--- config.mk ---
export PLATFORM = sky130hd
export DESIGN_NAME = result_uart_tx
export DESIGN_NICKNAME = d
export VERILOG_FILES = /design/src/rtl/eye_test_pkg.sv /design/src/rtl/uart_tx_byte.sv /design/src/rtl/result_uart_tx.sv
export SDC_FILE = /design/constraint.sdc
export NUM_CORES = 1
export LEC_CHECK = 0
export CORE_MARGIN = 1.5
export CORE_UTILIZATION = 53
export DETAILED_ROUTE_END_ITERATION = 8
export PLACE_DENSITY = 0.79
export SYNTH_ARGS = -nofsm -noshare
export SYNTH_HDL_FRONTEND = slang
export SYNTH_SLANG_ARGS = --single-unit
--- constraint.sdc ---
create_clock -name i_clk -period 1.75 [get_ports i_clk]
set_input_delay 0.4375 -clock i_clk [delete_from_list [all_inputs] [get_ports i_clk]]
set_output_delay 0.4375 -clock i_clk [all_outputs]
set_load 0.01 [all_outputs]
--- src/rtl/eye_test_pkg.sv ---
// Shared constants, FSM state type and ASCII frame helpers for the eye-test result UART.
package eye_test_pkg;
   localparam logic [7:0] CH_S  = 8'h53;
   localparam logic [7:0] CH_A  = 8'h41;
   localparam logic [7:0] CH_C  = 8'h43;
   localparam logic [7:0] CH_CR = 8'h0D;
   localparam logic [7:0] CH_LF = 8'h0A;
   localparam int         FRAME_LEN = 8;

   typedef enum logic [1:0] {IDLE, LOAD, SEND, DONE} tx_state_t;

   function automatic logic [7:0] hex_ascii(input logic [3:0] v);
      return (v < 4'd10) ? (8'h30 + {4'h0, v}) : (8'h37 + {4'h0, v});
   endfunction

   function automatic logic [7:0] frame_byte(input logic [2:0] idx, input logic [3:0] size,
                                             input logic ast, input logic col);
      logic [7:0] b;
      case (idx)
         3'd0:    b = CH_S;
         3'd1:    b = hex_ascii(size);
         3'd2:    b = CH_A;
         3'd3:    b = 8'h30 + {7'h0, ast};
         3'd4:    b = CH_C;
         3'd5:    b = 8'h30 + {7'h0, col};
         3'd6:    b = CH_CR;
         default: b = CH_LF;
      endcase
      return b;
   endfunction
endpackage

--- src/rtl/uart_tx_byte.sv ---
// 8N1 byte serialiser. o_ready is also high in the last stop-bit cycle so the next
// byte can be accepted there and frames run back to back without an idle gap.
module uart_tx_byte #(
   parameter int CLKS_PER_BIT = 16
) (
   input  logic       i_clk,
   input  logic       i_rst,
   input  logic [7:0] i_data,
   input  logic       i_valid,
   output logic       o_ready,
   output logic       o_tx
);
   localparam int CW = (CLKS_PER_BIT > 2) ? $clog2(CLKS_PER_BIT) : 1;
   localparam logic [CW-1:0] BAUD_LAST = CW'(CLKS_PER_BIT - 1);

   logic          busy;
   logic [CW-1:0] baud_cnt;
   logic [3:0]    bit_cnt;
   logic [8:0]    shift;

   assign o_ready = !busy || (bit_cnt == 4'd9 && baud_cnt == BAUD_LAST);

   always_ff @(posedge i_clk or posedge i_rst) begin
      if (i_rst) begin
         busy     <= 1'b0;
         baud_cnt <= '0;
         bit_cnt  <= '0;
         shift    <= '0;
         o_tx     <= 1'b1;
      end else if (i_valid && o_ready) begin
         busy     <= 1'b1;
         baud_cnt <= '0;
         bit_cnt  <= '0;
         shift    <= {1'b1, i_data};
         o_tx     <= 1'b0;
      end else if (busy) begin
         if (baud_cnt == BAUD_LAST) begin
            baud_cnt <= '0;
            if (bit_cnt == 4'd9) begin
               busy <= 1'b0;
               o_tx <= 1'b1;
            end else begin
               // data bits LSB first, the trailing 1 in shift becomes the stop bit
               bit_cnt <= bit_cnt + 4'd1;
               o_tx    <= shift[0];
               shift   <= {1'b0, shift[8:1]};
            end
         end else begin
            baud_cnt <= baud_cnt + CW'(1);
         end
      end
   end
endmodule

--- src/rtl/result_uart_tx.sv ---
// Snapshots the eye-test results on an armed request and sends them once as an
// 8-byte ASCII frame over 8N1 UART.
module result_uart_tx
   import eye_test_pkg::*;
#(
   parameter int CLK_HZ = 50_000_000,
   parameter int BAUD   = 115200
) (
   input  logic       i_clk,
   input  logic       i_rst,
   input  logic       start_to_send,
   input  logic [3:0] o_size,
   input  logic       astigmatism_result,
   input  logic       color_test_result,
   output logic       o_tx,
   output logic       o_busy,
   output logic       o_sent
);
   localparam int CLKS_PER_BIT = CLK_HZ / BAUD;

   tx_state_t  state, nxt;
   logic       armed;
   logic [3:0] snap_size;
   logic       snap_ast, snap_col;
   logic [2:0] idx;
   logic       load, ready, trigger;
   logic [7:0] load_byte;

   assign trigger = (state == IDLE) && armed && start_to_send;

   // The byte hand-over happens in the cycle the serialiser reports ready (or the
   // trigger cycle for byte 0), which keeps the start-bit latency to one cycle.
   always_comb begin
      nxt       = state;
      load      = 1'b0;
      load_byte = CH_S;
      case (state)
         IDLE: if (trigger) begin
            load = 1'b1;
            nxt  = SEND;
         end
         SEND: if (ready) begin
            if (idx == 3'(FRAME_LEN - 1)) begin
               nxt = DONE;
            end else begin
               load      = 1'b1;
               load_byte = frame_byte(idx + 3'd1, snap_size, snap_ast, snap_col);
            end
         end
         DONE:    nxt = IDLE;
         default: nxt = IDLE;
      endcase
   end

   always_ff @(posedge i_clk or posedge i_rst) begin
      if (i_rst) begin
         state     <= IDLE;
         armed     <= 1'b0;
         snap_size <= '0;
         snap_ast  <= 1'b0;
         snap_col  <= 1'b0;
         idx       <= '0;
      end else begin
         state <= nxt;
         if (trigger) begin
            armed     <= 1'b0;
            snap_size <= o_size;
            snap_ast  <= astigmatism_result;
            snap_col  <= color_test_result;
            idx       <= '0;
         end else begin
            if (state == IDLE && !start_to_send) armed <= 1'b1;
            if (state == SEND && load) idx <= idx + 3'd1;
         end
      end
   end

   assign o_busy = (state == SEND) || (state == LOAD);
   assign o_sent = (state == DONE);

   uart_tx_byte #(.CLKS_PER_BIT(CLKS_PER_BIT)) u_byte (
      .i_clk   (i_clk),
      .i_rst   (i_rst),
      .i_data  (load_byte),
      .i_valid (load),
      .o_ready (ready),
      .o_tx    (o_tx)
   );
endmodule

==> qor.yml <==
final_period_minus_worst_setup_slack_ns: 1.89
cp.required_ns: 1.96
port_buffers: 11
cts_buffers: 5
drt_iter0_drc: 133
htree_num_levels: 2
synthAdderAreaFrac_pct: 8.63
fin_skew_ns: 0.00250
wl_per_cell_um: 16.6
ir_worst_vdd_v: 0.00107
totalPowerFinal_w: 0.00255
worst_skew_pair.late_latency_ns: 0.29
final_layout_size_suffix_gt1_share_pct: 35.6
postSynthCellCount: 223
layout.nets: 306
yosysTopAreaCellShare_pct: 43.1
combPwrFrac_pct: 37.0
intPower_w: 0.00165
syn_to_final_growth_pct: 42.6
grt_max_degree: 37
clockPowerShare_pct: 24.2
num_vias: 1935
synth-xor-area-share_pct: 3.02
synth_warnings: 0
first_pass_iters: 4
grt_pass1_vias: 1792
clock-root-buffer: "clkbuf_8"
antenna_found_initial: 0
worst_slack_ns: -0.137
timing.rr.start: "u_byte.baud_cnt[3]"
critPathKind: "reg -> reg"
grt_pass1_wl_um: 8300
violations: "setup timing"
grt_overflow: 0
synth-simple-area-share_pct: 20.6
holdCritPathClass: "in -> async"
p_sw_w: 0.000893
fmax_ghz: 0.530
cts_sinks: 36
fillers: 218
postSynthAreaPerCell_um2: 9.11
synthTopCellsByCount: "nand2_1, dfrtp_1, o21ai_0"
r2r_cells: 5
wirelength_um: 5510
core_mm2: 0.00366
slew_violations: 0
synth_edf_count: 0
crit_arrival_ns: 2.10
final_antenna_net_count: 0
initial_utilization_pct: 55.5
cts_tree: "done"
rows: 22
yosysSeqAreaShare_pct: 44.4
r2r-end: "idx[1]"
synth_fp_nets: 246
finalSetupViolCount: 16
timing.hold.ws_ns: 0.485
cp_max_fo: 5
gp_congestion: 0.877
p_sw_share_pct: 35.1
reg2reg_slack_ns: -0.14
p_seq_share_pct: 38.8
antennaDiodeCount: 0
die_area_mm2: 0.00421
clockBufferDepth: 2
synth_area_mm2: 0.00203
hold_viol_final: 0
end_kind: "flip-flop"
outcome: "finished, violations left"
slew_headroom_pct: 68.9
p_leak_nw: 1.24
ys_types: 45
start_kind: "flip-flop"
grt_setup_unrepaired: "yes"
synth_top_family_by_area: "simple AND/OR/NAND/NOR gates"
yosys-mux-area-fraction_pct: 0
viasPerCell: 5.83
io-pin-count: 12
ys_seq_elements: 36
die_w_um: 64.9
post-route-period-util_pct: 108
utilization_pct: 79.1
die_y_um: 64.9
worst_pin_slew_ns: 0.467
seq_area_um2: 903
route.detailed.drc: 0
maxCapViolations: 0
async_reset_ff_share_pct: 100
path_clk_slew_ns: 0.07
multiInputGateArea_mm2: 0.00130
synth_compound_area_share_pct: 19.4
grt_usage_pct: 26.3
dp.final_hpwl_um: 3220
yosysTopAreaCell: "dfrtp_1"
yosysMostFrequentCell: "nand2_1"
netlist_top_cells_area: "dfrtp_1, ha_1, nand2_1, o21ai_0, nor2_1"
synthFlopType: "dfrtp_1"
p_per_area_mw_per_mm2: 879
==> how the worst max path moves through the flow <==
stage          slack, ns                  to  cells after the start          startpoint
6_report           -0.14              idx[1]                      5  u_byte.baud_cnt[3]
2_1_floorplan     -0.004     u_byte.shift[5]                      5  u_byte.baud_cnt[6]
3_3_place_gp       -0.13  u_byte.baud_cnt[3]                      6       start_to_send
4_1_cts            -0.06            state[0]                      6  u_byte.baud_cnt[2]
5_1_grt            -0.19     u_byte.shift[5]                      5  u_byte.baud_cnt[3]
3_5_place_dp       -0.15  u_byte.baud_cnt[5]                      6       start_to_send
==> what timing repair did <==
| action | CTS | global route |
|---|---|---|
| pin swaps | 8 | 19 |
| hold buffers | 0 | 0 |
| resized for setup | 21 | 38 |
| setup buffers | 5 | 8 |
| gates cloned | 0 | 1 |
| endpoints found under the setup margin | 25 | 26 |
==> state kept, by name, indices dropped and copies added, names as in the netlist <==
name and count:
state 2, snap_col 1, armed 1, idx 3, snap_size 4, u_byte.bit_cnt 4
u_byte.busy 1, u_byte.shift 9, snap_ast 1, u_byte.o_tx 1, u_byte.baud_cnt 9
==> cell type report <==
cell class / count / share of cell area, %
clock buffer: 8 / 3.11
tap: 48 / 2.07
sequential: 36 / 31.2
inverter: 12 / 1.56
multi-input combinational: 169 / 44.9
timing repair buffer: 59 / 17.1
==> cells by family after synthesis <==
| logic type | after synthesis |
|---|---|
| and+or+nand+nor | 89 |
| DFF | 36 |
| AOI/OAI and AO/OA | 58 |
| adders and majority gates | 14 |
| xor gates and xnor gates | 7 |
| buffers and inverters | 19 |
==> worst max-delay path, cell delays in order, from the launching register on <==
cell	delay (ns)
dfrtp_1	0.38
or4b_4	0.60
o31ai_4	0.33
and2_4	0.27
nand2_1	0.08
a21oi_1	0.15
==> through the flow <==
stage	cell area [um2]	instances	setup TNS, ns	worst slack (ns)
after floorplan	2100	223	-0.00872	-0.00422
after global placement	2480	310	-1.59	-0.129
after detailed placement	2480	310	-2.00	-0.154
after CTS	2700	323	-0.181	-0.0576
after global routing	2900	332	-2.37	-0.186
final	2900	332	-1.16	-0.137
==> power by group through the flow <==
stage | registers [W] | clock network, W | logic [W]
2_1_floorplan | 0.00100 | 0 | 0.000480
3_3_place_gp | 0.000993 | 0 | 0.000713
3_5_place_dp | 0.000998 | 0 | 0.000730
4_1_cts | 0.000976 | 0.000622 | 0.000831
5_1_grt | 0.000994 | 0.000658 | 0.00102
6_report | 0.000987 | 0.000617 | 0.000942
==> routing by layer <==
metal	routed length [um]	up-vias	track usage (%)
met5	0	-	0
met4	214	0	13.6
met3	321	20	6.08
met2	2780	73	42.5
met1	2200	940	32.8
li1	-	902	-
==> cell usage in the layout, fill, tap and decap left out, types with 2 or more instances in the layout <==
cell,n
a211oi_2,2
a21oi_1,8
a22o_1,2
a31oi_1,3
and2_4,2
buf_4,43
buf_6,4
clkbuf_1,2
clkbuf_8,6
clkdlybuf4s15_1,2
clkdlybuf4s50_1,8
dfrtp_1,34
ha_1,7
ha_4,7
inv_1,9
inv_2,3
nand2_1,35
nand2_2,4
nand2b_1,2
nand3_1,2
nand3_2,2
nand3b_1,2
nand4_1,6
nor2_1,16
nor2_2,3
nor3_1,3
o21ai_0,10
o21ai_1,8
o21ai_2,2
o21ai_4,3
o22a_1,3
o22ai_1,3
o31ai_1,2
xnor2_1,3
xor2_1,3
Note: power is estimated with default switching activity, not from simulation.
